### src/rtl/fir_mon_pkg.sv
// Shared types and sizing helpers for the FIR peak monitor.
package fir_mon_pkg;

  typedef enum logic [1:0] {StIdle, StSettle, StMeasure, StDone} state_t;

  // Widest channel sample that sat_abs can handle.
  localparam int unsigned MaxDataW = 256;

  function automatic int unsigned idx_w(input int unsigned win_len);
    return (win_len > 2) ? $clog2(win_len) : 1;
  endfunction

  function automatic int unsigned cnt_w(input int unsigned settle_len,
                                        input int unsigned win_len);
    int unsigned m;
    m = (settle_len > win_len) ? settle_len : win_len;
    return $clog2(m + 1);
  endfunction

  // x is a data_w-bit value sign-extended to MaxDataW; the most negative code saturates.
  function automatic logic [MaxDataW-1:0] sat_abs(input logic [MaxDataW-1:0] x,
                                                  input int unsigned data_w);
    logic [MaxDataW-1:0] min_neg;
    min_neg = {MaxDataW{1'b1}} << (data_w - 1);
    if (x == min_neg) return ~min_neg;
    if (x[MaxDataW-1]) return -x;
    return x;
  endfunction

endpackage

### src/rtl/fir_peak_monitor_ch.sv
// Per-channel running peak tracker; outputs already include the sample accepted this cycle.
module peak_track_ch
  import fir_mon_pkg::*;
#(
  parameter int unsigned DATA_W   = 40,
  parameter int unsigned IDX_W    = 1,
  parameter bit          ABS_MODE = 1'b0
) (
  input  logic              clk,
  input  logic              rst,
  input  logic              load,
  input  logic              upd,
  input  logic [IDX_W-1:0]  idx,
  input  logic [DATA_W-1:0] sample,
  output logic [DATA_W-1:0] peak,
  output logic [IDX_W-1:0]  peak_idx
);

  logic [MaxDataW-1:0] mag_full;
  logic                unused_mag_hi;
  logic [DATA_W-1:0]   val;
  logic [DATA_W-1:0]   peak_q, peak_d;
  logic [IDX_W-1:0]    idx_q, idx_d;
  logic                take;

  assign mag_full      = sat_abs({{(MaxDataW - DATA_W){sample[DATA_W-1]}}, sample}, DATA_W);
  assign unused_mag_hi = ^mag_full[MaxDataW-1:DATA_W];
  assign val           = ABS_MODE ? mag_full[DATA_W-1:0] : sample;

  // Strictly-greater keeps the earliest index on ties.
  assign take = upd & (load | ($signed(val) > $signed(peak_q)));

  always_comb begin
    peak_d = take ? val : peak_q;
    idx_d  = take ? idx : idx_q;
  end

  always_ff @(posedge clk) begin
    if (rst) begin
      peak_q <= '0;
      idx_q  <= '0;
    end else begin
      peak_q <= peak_d;
      idx_q  <= idx_d;
    end
  end

  assign peak     = peak_d;
  assign peak_idx = idx_d;

endmodule

### src/rtl/fir_peak_monitor.sv
// Discards a settling interval of valid samples, then reports per-channel peak and its index.
module fir_peak_monitor
  import fir_mon_pkg::*;
#(
  parameter int unsigned DATA_W     = 40,
  parameter int unsigned NUM_CH     = 1,
  parameter int unsigned SETTLE_LEN = 340,
  parameter int unsigned WIN_LEN    = 2000,
  parameter int unsigned ABS_MODE   = 0,
  localparam int unsigned IDX_W     = idx_w(WIN_LEN)
) (
  input  logic                     clk,
  input  logic                     rst,
  input  logic                     start,
  input  logic                     in_valid,
  input  logic [NUM_CH*DATA_W-1:0] in_data,
  output logic                     busy,
  output logic                     done,
  output logic [NUM_CH*DATA_W-1:0] peak_data,
  output logic [NUM_CH*IDX_W-1:0]  peak_idx
);

  localparam int unsigned CNT_W = cnt_w(SETTLE_LEN, WIN_LEN);
  localparam logic [CNT_W-1:0] SettleLast = CNT_W'((SETTLE_LEN > 0) ? SETTLE_LEN - 1 : 0);
  localparam logic [CNT_W-1:0] WinLast    = CNT_W'(WIN_LEN - 1);

  state_t                   state_q;
  logic [CNT_W-1:0]         cnt_q;
  logic                     win_upd;
  logic                     win_first;
  logic [NUM_CH*DATA_W-1:0] run_peak;
  logic [NUM_CH*IDX_W-1:0]  run_idx;

  assign win_upd   = (state_q == StMeasure) & in_valid;
  assign win_first = (cnt_q == '0);

  for (genvar c = 0; c < NUM_CH; c++) begin : g_ch
    peak_track_ch #(
      .DATA_W  (DATA_W),
      .IDX_W   (IDX_W),
      .ABS_MODE(ABS_MODE != 0)
    ) u_ch (
      .clk     (clk),
      .rst     (rst),
      .load    (win_first),
      .upd     (win_upd),
      .idx     (cnt_q[IDX_W-1:0]),
      .sample  (in_data[c*DATA_W +: DATA_W]),
      .peak    (run_peak[c*DATA_W +: DATA_W]),
      .peak_idx(run_idx[c*IDX_W +: IDX_W])
    );
  end

  // Results are captured on entry to StDone so they are visible while done is high.
  always_ff @(posedge clk) begin
    if (rst) begin
      state_q   <= StIdle;
      cnt_q     <= '0;
      busy      <= 1'b0;
      done      <= 1'b0;
      peak_data <= '0;
      peak_idx  <= '0;
    end else begin
      done <= 1'b0;
      unique case (state_q)
        StIdle: begin
          if (start) begin
            cnt_q   <= '0;
            busy    <= 1'b1;
            state_q <= (SETTLE_LEN == 0) ? StMeasure : StSettle;
          end
        end
        StSettle: begin
          if (in_valid) begin
            if (cnt_q == SettleLast) begin
              cnt_q   <= '0;
              state_q <= StMeasure;
            end else begin
              cnt_q <= cnt_q + CNT_W'(1);
            end
          end
        end
        StMeasure: begin
          if (in_valid) begin
            if (cnt_q == WinLast) begin
              cnt_q     <= '0;
              done      <= 1'b1;
              peak_data <= run_peak;
              peak_idx  <= run_idx;
              state_q   <= StDone;
            end else begin
              cnt_q <= cnt_q + CNT_W'(1);
            end
          end
        end
        StDone: begin
          busy    <= 1'b0;
          state_q <= StIdle;
        end
        default: state_q <= StIdle;
      endcase
    end
  end

endmodule

### config.mk
export PLATFORM = sky130hd
export DESIGN_NAME = fir_peak_monitor
export DESIGN_NICKNAME = d
export VERILOG_FILES = /design/src/rtl/fir_mon_pkg.sv /design/src/rtl/fir_peak_monitor_ch.sv /design/src/rtl/fir_peak_monitor.sv
export SDC_FILE = /design/constraint.sdc
export NUM_CORES = 1
export LEC_CHECK = 0
export ABC_CLOCK_PERIOD_IN_PS = 5550
export CORE_AREA = 3 3 128 130
export DETAILED_ROUTE_END_ITERATION = 12
export DIE_AREA = 0 0 131 133
export PLACE_DENSITY = 0.69
export SLEW_MARGIN = 20
export SYNTH_ARGS = -nofsm -noshare
export SYNTH_HDL_FRONTEND = slang
export SYNTH_SLANG_ARGS = --single-unit
### constraint.sdc
create_clock -name clk -period 5.55 [get_ports clk]
set_input_delay 1.665 -clock clk [delete_from_list [all_inputs] [get_ports clk]]
set_output_delay 1.665 -clock clk [all_outputs]
set_load 0.02 [all_outputs]
==> summary.md, run 1 <==
| Metric | Value |
|---|---|
| Status | finished clean |
| Final WL | 16,700 um |
| Worst Path Max Fanout | 43 |
| Critical Path AT | 4870 ps |
| Power Internal | 0.00186 W |
| Worst skew pair latency | 420 ps |
| Core ar. | 15,300 sq um |
| Pre-Repair DR Iteration Count | 5 |
| Tot GR Track Use | 0.196 |
| Vias | 5,653 |
| VDD IR max | 0.000254 V |
| Critical path class | in -> reg |
| Inserted Clock Buffers | 17 |
| Synthesis Warnings | 0 |
| Clock transition at the registers of the reported paths | 60 ps |
| FFs w/ async S/R, synth | 0 |
| Design Area, Final | 8410 sq um |
| Period utilization | 0.823 |
| # DRC | 0 |
| Setup Viol. Count Final | 0 |
| Starting Density | 0.441 |
| Leakage power | 2.85 nW |
| Worst Skew | 6.22 ps |
| Critical Path Sink Type | register |
| Syn nets | 846 |
| Post-synth top area share | 0.348 |
| Post-route ant nets | 0 |
| Clock Power Share | 0.440 |
| Final Max Slew Viols | 0 |
| Final worst path period need | 4570 ps |
| Prevailing post-synth register cell | dfxtp_1 |
| Post-synthesis sequential area ratio | 0.348 |
| Post-synthesis register bit count | 117 |
| Final hold violations | 0 |
| Gr ovfl total | 0 |
| RSZ-0062 raised after global routing | no |
| Net Sw Frac | 0.293 |
| Die height | 133 um |
| Buffer count from post-CTS setup fixing | 0 |
| CTS Root Buffer Type | clkbuf_16 |
| Fin Setup TNS | 0 ps |
| PortBufs | 96 |
| Flop pwr share | 0.348 |
| Vias in the first global route | 5,504 |
| Chip Width | 131 um |
| Starting DRT DRC Count | 432 |
| Avg Cell Area, Syn | 8.92 sq um |
| Initial antenna violation count | 0 |
| Clock tree buffer depth | 2 |
| H-tree Lvls | 4 |
| Hold Crit Class | reg -> reg |
| Number of synthesized flops with an enable pin | 0 |
| Wire per inst | 16.0 um |
| Post-Synthesis Cell Area | 6740 sq um |
| Layout net count | 910 |
| CTS tree | yes |
| Share of layout cells above drive strength 1 | 0.0745 |
| Comb power frac | 0.213 |
| GPL Wtd Cong | 0.794 |
| Worst slew margin | 0.307 |
| Vias per cell | 5.42 |
| Post-synthesis cell count | 755 |
| Synth top area cells | dfxtp_1 35%, nand2b_1 9.7%, ha_1 8.7% |
| Cell Area, Placed | 7780 sq um |
| NetSw | 0.000772 W |
| Row count | 45 |
| Post_cts resized | 0 |
| Netlist cell types | 54 |
| Largest net degree at the start of global routing | 110 |
| Pwr dens | 313 nW/um^2 |
| Ant. Diodes | 0 |
| Clock sink total | 117 |
| FMAX | 219 MHz |
| Maximum Capacitance Violations | 0 |
| DP HPWL | 10,900 um |
| Placed Instances | 1,011 |
| Global-route wire length before repair | 27,700 um |
| Die footprint | 17,400 sq um |
| Post-Layout Cell Count | 1,043 |
| Slew @ Worst Pin | 1040 ps |
| Hold Buf Count CTS | 0 |
| Area Overhead vs Synth | 24.8% |
| Crit path launch type | input port |
| Data required time of the worst path | 5850 ps |
| Area leader, netlist | dfxtp_1 |
| Hold Slack | 470 ps |
| Ports | 97 |
[worst max-delay path, stage by stage]
cell	delay (ps)
clkdlybuf4s50_1	460
ha_1	360
nand3_2	100
or3_4	430
nor3_2	200
o311a_2	250
o31a_2	830
nor3_4	180
a2111oi_1	390
[registers in the layout, summed over array words and instances (netlist names)]
name and cells:
done 1, g_ch.u_ch.idx_q 11, state_q 2, peak_data 40
busy 1, g_ch.u_ch.peak_q 40, cnt_q 11, peak_idx 11
[kinds of logic after synthesis]
group / synth area share
AND/OR/NAND/NOR: 0.213
AO/OA/AOI/OAI: 0.183
multiplexers: 0.0788
flip-flops: 0.348
adder cells (fa/ha/maj): 0.0873
XOR/XNOR: 0.0130
buffers and inverters: 0.0775
[layout by cell type, fill, tap and decap left out, types with 6 or more instances in the layout]
cell type,count
o21bai_1,20
o31ai_1,41
clkbuf_16,17
a31oi_1,21
a311oi_1,22
a21oi_1,15
nand2_1,14
inv_1,46
nand4_1,51
nand2b_1,104
buf_4,10
dfxtp_1,117
a21o_1,11
xnor2_1,6
mux2i_1,53
nor2_1,66
ha_1,47
a211oi_1,7
clkdlybuf4s50_1,95
[layer usage]
layer | GRT usage | vias to the layer above | wire length, um
met5 | 0 | - | 0
li1 | - | 2833 | -
met3 | 0.0501 | 19 | 787
met1 | 0.267 | 2671 | 8020
met4 | 0.0554 | 0 | 203
met2 | 0.307 | 130 | 7680
[power by group through the flow]
stage	clock (W)	combinational, W	sequential [W]
after floorplan	0	0.000416	0.000925
after global placement	0	0.000549	0.000931
after detailed placement	0	0.000555	0.000932
after CTS	0.00117	0.000560	0.000915
after global routing	0.00121	0.000620	0.000922
final	0.00116	0.000560	0.000916
[metrics by stage]
| stage | setup WS, ps | power [W] | util |
|---|---|---|---|
| floorplan | 1820 | 0.00134 | - |
| global placement | 684 | 0.00148 | 0.510 |
| detailed placement | 608 | 0.00149 | 0.510 |
| CTS | 1040 | 0.00265 | 0.551 |
| global route | 724 | 0.00275 | 0.551 |
| finish | 984 | 0.00263 | 0.551 |
[cell type report]
cell class,instances,area [sq um]
clock inverters,13,181
clock buffers,19,443
inverters,46,173
well taps,211,264
multi-input cells,529,3920
fillers,1377,6850
repair buffers,108,1090
flip-flops and latches,117,2340
[synth_stat cells, types with 20 or more instances]
cell type	instances
inv_1	46
a311oi_1	22
nor2_1	67
o31ai_1	41
dfxtp_1	117
nand4_1	51
ha_1	47
clkbuf_1	37
nand2b_1	104
o21bai_1	20
a31oi_1	22
mux2i_1	53
[worst paths after layout]
path / start / to / slack [ps] / cells past startpoint
max: in_data[34] / peak_idx[5] / 980 / 9
min: g_ch[0].u_ch.idx_q[3] / g_ch[0].u_ch.idx_q[3] / 470 / 2
max reg2reg: g_ch[0].u_ch.peak_q[34] / peak_idx[5] / 2310 / 9
min reg2reg: g_ch[0].u_ch.idx_q[3] / g_ch[0].u_ch.idx_q[3] / 470 / 2
Power figures use the tool's default switching activity.
==> run 2, diff against run 1 <==
ABC_CLOCK_PERIOD_IN_PS = 4400   (was 5550)
clock period = 4.4 ns   (was 5.55 ns; I/O delays follow)
==> summary.md, run 2 (same netlist as run 1, synthesis figures left out) <==
| Metric | Value |
|---|---|
| Area Overhead vs Synth | 26.5% |
| Global-route wire length before repair | 27,300 um (-1.6%) |
| Crit path cell chain | clkdlybuf4s50_1 -> ha_1 -> nand4_1 -> nor4_1 -> o311a_2 -> o31a_2 -> buf_4 -> o31ai_1 -> a311oi_1 |
| Commonest non-fill, non-tap cell in the layout | dfxtp_1 |
| PortBufs | 96 (unchanged) |
| Post_cts resized | 0 (unchanged) |
| Most frequent cells in the layout | 117 x dfxtp_1, 104 x nand2b_1, 95 x clkdlybuf4s50_1, 66 x nor2_1, 53 x mux2i_1 |
| Critical Path Sink Type | register |
| Maximum Capacitance Violations | 0 (unchanged) |
| Data required time of the worst path | 4710 ps (-1140 ps) |
| Die footprint | 17,400 sq um (unchanged) |
| Largest net degree at the start of global routing | 111 (+0.91%) |
| Clock sink total | 117 (unchanged) |
| Clock transition at the registers of the reported paths | 50 ps (about the same) |
| Core ar. | 15,300 sq um (unchanged) |
| Die height | 133 um (unchanged) |
| Inserted Clock Buffers | 17 (unchanged) |
| Setup Viol. Count Final | 0 (unchanged) |
| Worst Skew | 5.53 ps (-0.695 ps) |
| Gr ovfl total | 0 (unchanged) |
| Critical path class | in -> reg |
| Crit path launch type | input port |
| Vias per cell | 5.41 (-0.22%) |
| Critical Path AT | 4160 ps (-710 ps) |
| RSZ-0062 raised after global routing | no |
| Vias | 5,700 (+0.83%) |
| Vias in the first global route | 5,288 (-3.9%) |
| Post-route ant nets | 0 (unchanged) |
| Fin Setup TNS | 0 ps (unchanged) |
| Chip Width | 131 um (unchanged) |
| Buffer count from post-CTS setup fixing | 0 (unchanged) |
| H-tree Lvls | 4 (unchanged) |
| Leakage power | 2.93 nW (+2.7%) |
| Tot GR Track Use | 0.195 (-0.00153) |
| Starting Density | 0.441 (unchanged) |
| R2r setup slk | 1570 ps (-740 ps) |
| Final WL | 16,600 um (-0.28%) |
| Final worst path period need | 3850 ps |
| Final hold violations | 0 (unchanged) |
| Filler instances | 1,368 (-0.65%) |
| Share of layout cells above drive strength 1 | 0.0866 (+0.0121) |
| Initial antenna violation count | 0 (unchanged) |
| CTS tree | yes |
| Max incr delay on CP | 560 ps (-270 ps) |
| Wire per inst | 15.8 um (-1.3%) |
| Layout net count | 921 (+1.2%) |
| FMAX | 260 MHz |
| CP max stage cell | nor4_1 |
| Hold Buf Count CTS | 0 (unchanged) |
| Pwr dens | 386 nW/um^2 (+23%) |
| Clock tree buffer depth | 2 (unchanged) |
| Row count | 45 (unchanged) |
| GPL Wtd Cong | 0.798 (+0.43%) |
| DP Worst Slack | 125 ps (-483 ps) |
| Setup WS post-layout | 552 ps (-433 ps) |
| Worst Path Max Fanout | 9 (-79%) |
| # DRC | 0 (unchanged) |
| DP HPWL | 11,500 um (+5.6%) |
| Slew @ Worst Pin | 932 ps (-107 ps) |
| Ant. Diodes | 0 (unchanged) |
| Status | finished clean |
| Pre-Repair DR Iteration Count | 5 (unchanged) |
| CTS Root Buffer Type | clkbuf_16 |
| VDD IR max | 0.000306 V (+20%) |
| Hold Crit Class | reg -> reg |
| Period utilization | 0.875 |
| Worst skew pair latency | 420 ps (about the same) |
| Ports | 97 (unchanged) |
| Final Max Slew Viols | 0 (unchanged) |
| Starting DRT DRC Count | 400 (-7.4%) |
| Worst slew margin | 0.379 (+0.0714) |
| Largest regs | g_ch.u_ch.peak_q x40, peak_data x40 |
==> run 2: layout make-up <==
| cell class | count | area (sq um) | area share |
|---|---|---|---|
| Multi-Input combinational cell | 529 | 3920 | 0.460 |
| Sequential cell | 117 | 2340 | 0.275 |
| Timing Repair Buffer | 119 | 1220 | 0.143 |
| Clock buffer | 24 | 512 | 0.0600 |
| Tap cell | 211 | 264 | 0.0310 |
| Inverter | 46 | 173 | 0.0203 |
| Clock inverter | 8 | 95.1 | 0.0112 |
==> run 2: power by group <==
group,switching [W],internal (W),total [W]
Clock,0.000488,0.000919,0.00141
Combinational,0.000424,0.000304,0.000728
Sequential,0.0000453,0.00111,0.00116
Total,0.000957,0.00233,0.00329
==> run 2: worst paths after layout <==
kind / start / end / cells after the start
setup / recovery: in_data[22] / peak_data[25] / 9
hold / removal: g_ch[0].u_ch.idx_q[10] / g_ch[0].u_ch.idx_q[10] / 2
setup reg to reg: g_ch[0].u_ch.peak_q[22] / peak_data[25] / 9
hold reg to reg: g_ch[0].u_ch.idx_q[10] / g_ch[0].u_ch.idx_q[10] / 2
==> run 2: metal layers <==
layer | share of wire | track usage | vias up
met5 | 0 | 0 | -
met4 | 0.014 | 0.0571 | 0
met3 | 0.057 | 0.0497 | 15
met2 | 0.46 | 0.295 | 156
met1 | 0.47 | 0.273 | 2668
li1 | - | - | 2861
==> run 2: stage by stage <==
| stage | instances | cell area [sq um] | power (W) | utilization | hold WS, ps |
|---|---|---|---|---|---|
| global placement | 1022 | 7920 | 0.00189 | 0.519 | 463 |
| finish | 1054 | 8520 | 0.00329 | 0.559 | 472 |
| detailed placement | 1022 | 7920 | 0.00190 | 0.519 | 462 |
| floorplan | 755 | 6740 | 0.00169 | - | 449 |
| global route | 1054 | 8520 | 0.00344 | 0.559 | 493 |
| CTS | 1054 | 8520 | 0.00331 | 0.559 | 473 |
==> run 2: worst max-delay path: cells and delay by family <==
family,cells,cell delay (ps)
AO/OA/AOI/OAI,4,1000
AND/OR/NAND/NOR,2,790
buffers and inverters,2,700
adder cells (fa/ha/maj),1,340
==> run 3, diff against run 2 <==
CORE_AREA = 3 3 154 156   (was 3 3 128 130)
DIE_AREA = 0 0 157 159   (was 0 0 131 133)
PLACE_DENSITY = 0.52   (was 0.69)
==> summary.md, run 3 (same netlist as run 1, synthesis figures left out) <==
| Metric | Value |
|---|---|
| Worst skew pair latency | 420 ps (about the same) |
| Gr ovfl total | 0 (unchanged) |
| Core ar. | 22,500 sq um (+47%) |
| Most frequent cells in the layout | 117 x dfxtp_1, 104 x nand2b_1, 95 x clkdlybuf4s50_1, 66 x nor2_1, 53 x mux2i_1 |
| Clock Power Share | 0.447 (+0.019) |
| NetSw | 0.00100 W (+4.8%) |
| Hold Buf Count CTS | 0 (unchanged) |
| CTS Root Buffer Type | clkbuf_16 |
| Initial antenna violation count | 0 (unchanged) |
| Largest regs | g_ch.u_ch.peak_q x40, peak_data x40 |
| Row count | 55 (+22%) |
| Vias in the first global route | 5,531 (+4.6%) |
| # DRC | 0 (unchanged) |
| Status | finished clean |
| Final worst path period need | 3830 ps (-19.5 ps) |
| Fin Setup TNS | 0 ps (unchanged) |
| Area Overhead vs Synth | 28.0% |
| Final WL | 18,400 um (+11%) |
| Flop pwr share | 0.340 (-0.011) |
| DP HPWL | 12,500 um (+9.0%) |
| Post_cts resized | 0 (unchanged) |
| Leakage power | 2.93 nW (about the same) |
| Ant. Diodes | 0 (unchanged) |
| Layout net count | 922 (+0.11%) |
| Maximum Capacitance Violations | 0 (unchanged) |
| Power Internal | 0.00240 W (+2.7%) |
| Clock transition at the registers of the reported paths | 60 ps (about the same) |
| Hold Slack | 472 ps (+0.464 ps) |
| HP Start | g_ch[0].u_ch.idx_q[4] |
| Comb power frac | 0.213 (-0.008) |
| Share of layout cells above drive strength 1 | 0.0877 (+0.00108) |
| Global-route wire length before repair | 30,100 um (+11%) |
| VDD IR max | 0.000186 V (-39%) |
| FF-to-FF Start | g_ch[0].u_ch.peak_q[22] |
| Crit path launch type | input port |
| Hold path cells | 2 (unchanged) |
| Final Max Slew Viols | 0 (unchanged) |
| Cell Area, Placed | 7980 sq um (+0.79%) |
| Hold Crit Class | reg -> reg |
| Critical path class | in -> reg |
| Post-route ant nets | 0 (unchanged) |
| Pwr dens | 394 nW/um^2 (+2.1%) |
| DP Worst Slack | 151 ps (+26.1 ps) |
| Worst Path Max Fanout | 21 (+12) |
| Vias | 5,723 (+0.40%) |
| R2r setup slk | 1590 ps (+20 ps) |
| Critical Path AT | 4150 ps (about the same) |
| Critical Path Sink Type | register |
| Die height | 159 um (+20%) |
| GPL Wtd Cong | 0.773 (-3.1%) |
| H-tree Lvls | 4 (unchanged) |
| Commonest non-fill, non-tap cell in the layout | dfxtp_1 |
| FMAX | 261 MHz (+0.51%) |
| Tot GR Track Use | 0.150 (-0.0447) |
| Starting DRT DRC Count | 303 (-24%) |
| Setup Viol. Count Final | 0 (unchanged) |
| RSZ-0062 raised after global routing | no |
| Hold Path End | g_ch[0].u_ch.idx_q[4] |
| Buffer count from post-CTS setup fixing | 0 (unchanged) |
| Chip Width | 157 um (+20%) |
| Pre-Repair DR Iteration Count | 4 (-1) |
| RR Endpoint | peak_data[16] |
| Clock tree buffer depth | 2 (unchanged) |
| Die footprint | 25,000 sq um (+43%) |
| Ports | 97 (unchanged) |
| Data required time of the worst path | 4720 ps (about the same) |
| Worst Skew | 7.99 ps (+2.47 ps) |
| Slew @ Worst Pin | 731 ps (-201 ps) |
| Largest net degree at the start of global routing | 95 (-14%) |
| Design Area, Final | 8620 sq um (+1.2%) |
| Vias per cell | 5.07 (-6.3%) |
| CTS tree | yes |
| Setup WS post-layout | 571 ps (+19.5 ps) |
| Worst slew margin | 0.511 (+0.133) |
| Period utilization | 0.870 (-0.00444) |
| Net Sw Frac | 0.295 (+0.00426) |
| Final hold violations | 0 (unchanged) |
| R2r worst-path depth | 8 (-1) |
| Wire per inst | 16.3 um (+3.5%) |
| Starting Density | 0.299 (-0.142) |
| PortBufs | 96 (unchanged) |
| Clock sink total | 117 (unchanged) |
| Inserted Clock Buffers | 17 (unchanged) |
-- run 3: cell types whose count changed in the layout (fill, tap and decap cells not counted), sizes merged --
cell,previous run,this run
bufinv,2,4
inv,46,47
buf,24,25
clkbuf,24,21
clkinv,4,2
clkinvlp,2,4
-- run 3: area by class of cell --
| cell class | count | area, sq um |
|---|---|---|
| Sequential cell | 117 | 2340 |
| Tap cell | 285 | 357 |
| Multi-Input combinational cell | 529 | 3920 |
| Clock inverter | 11 | 173 |
| Inverter | 46 | 173 |
| Clock buffer | 21 | 470 |
| Timing Repair Buffer | 120 | 1190 |
| Fill cell | 2279 | 13900 |
-- run 3: critical path: stages --
cell and delay (ps):
clkdlybuf4s50_1 500, ha_1 350, a21oi_1 160, nor3_1 70, a2111oi_2 410, a21oi_2 140, o31ai_4 410, buf_4 360
nand4_1 150, a311oi_1 290
-- run 3: through the flow --
| stage | util | power, W | instances |
|---|---|---|---|
| finish | 0.383 | 0.00340 | 1129 |
| CTS | 0.383 | 0.00344 | 1129 |
| floorplan | - | 0.00169 | 755 |
| detailed placement | 0.355 | 0.00190 | 1097 |
| global route | 0.383 | 0.00358 | 1129 |
| global placement | 0.355 | 0.00190 | 1097 |
-- run 3: how the worst max path moves through the flow --
stage / from / to / slack [ps] / cells past startpoint
floorplan: in_data[34] / peak_data[0] / 1010 / 10
finish: in_data[29] / peak_data[31] / 570 / 10
global placement: in_data[33] / peak_data[25] / 170 / 9
global route: in_data[22] / peak_data[21] / 340 / 9
CTS: in_data[22] / peak_data[16] / 580 / 8
detailed placement: in_data[22] / peak_data[16] / 150 / 8
-- run 3: power by group through the flow --
stage,clock network (W),logic [W],registers (W)
2_1_floorplan,0,0.000525,0.00117
3_3_place_gp,0,0.000723,0.00118
3_5_place_dp,0,0.000726,0.00118
4_1_cts,0.00155,0.000730,0.00115
5_1_grt,0.00160,0.000810,0.00116
6_report,0.00152,0.000724,0.00115
-- run 3: per-layer routing --
layer  GRT usage  routed length [um]  vias to the layer above
met4      0.0422                 270                        0
met3      0.0329                 754                       18
met5           0                   0                        -
met1       0.218                9360                     2706
li1            -                   -                     2879
met2       0.223                8060                      120
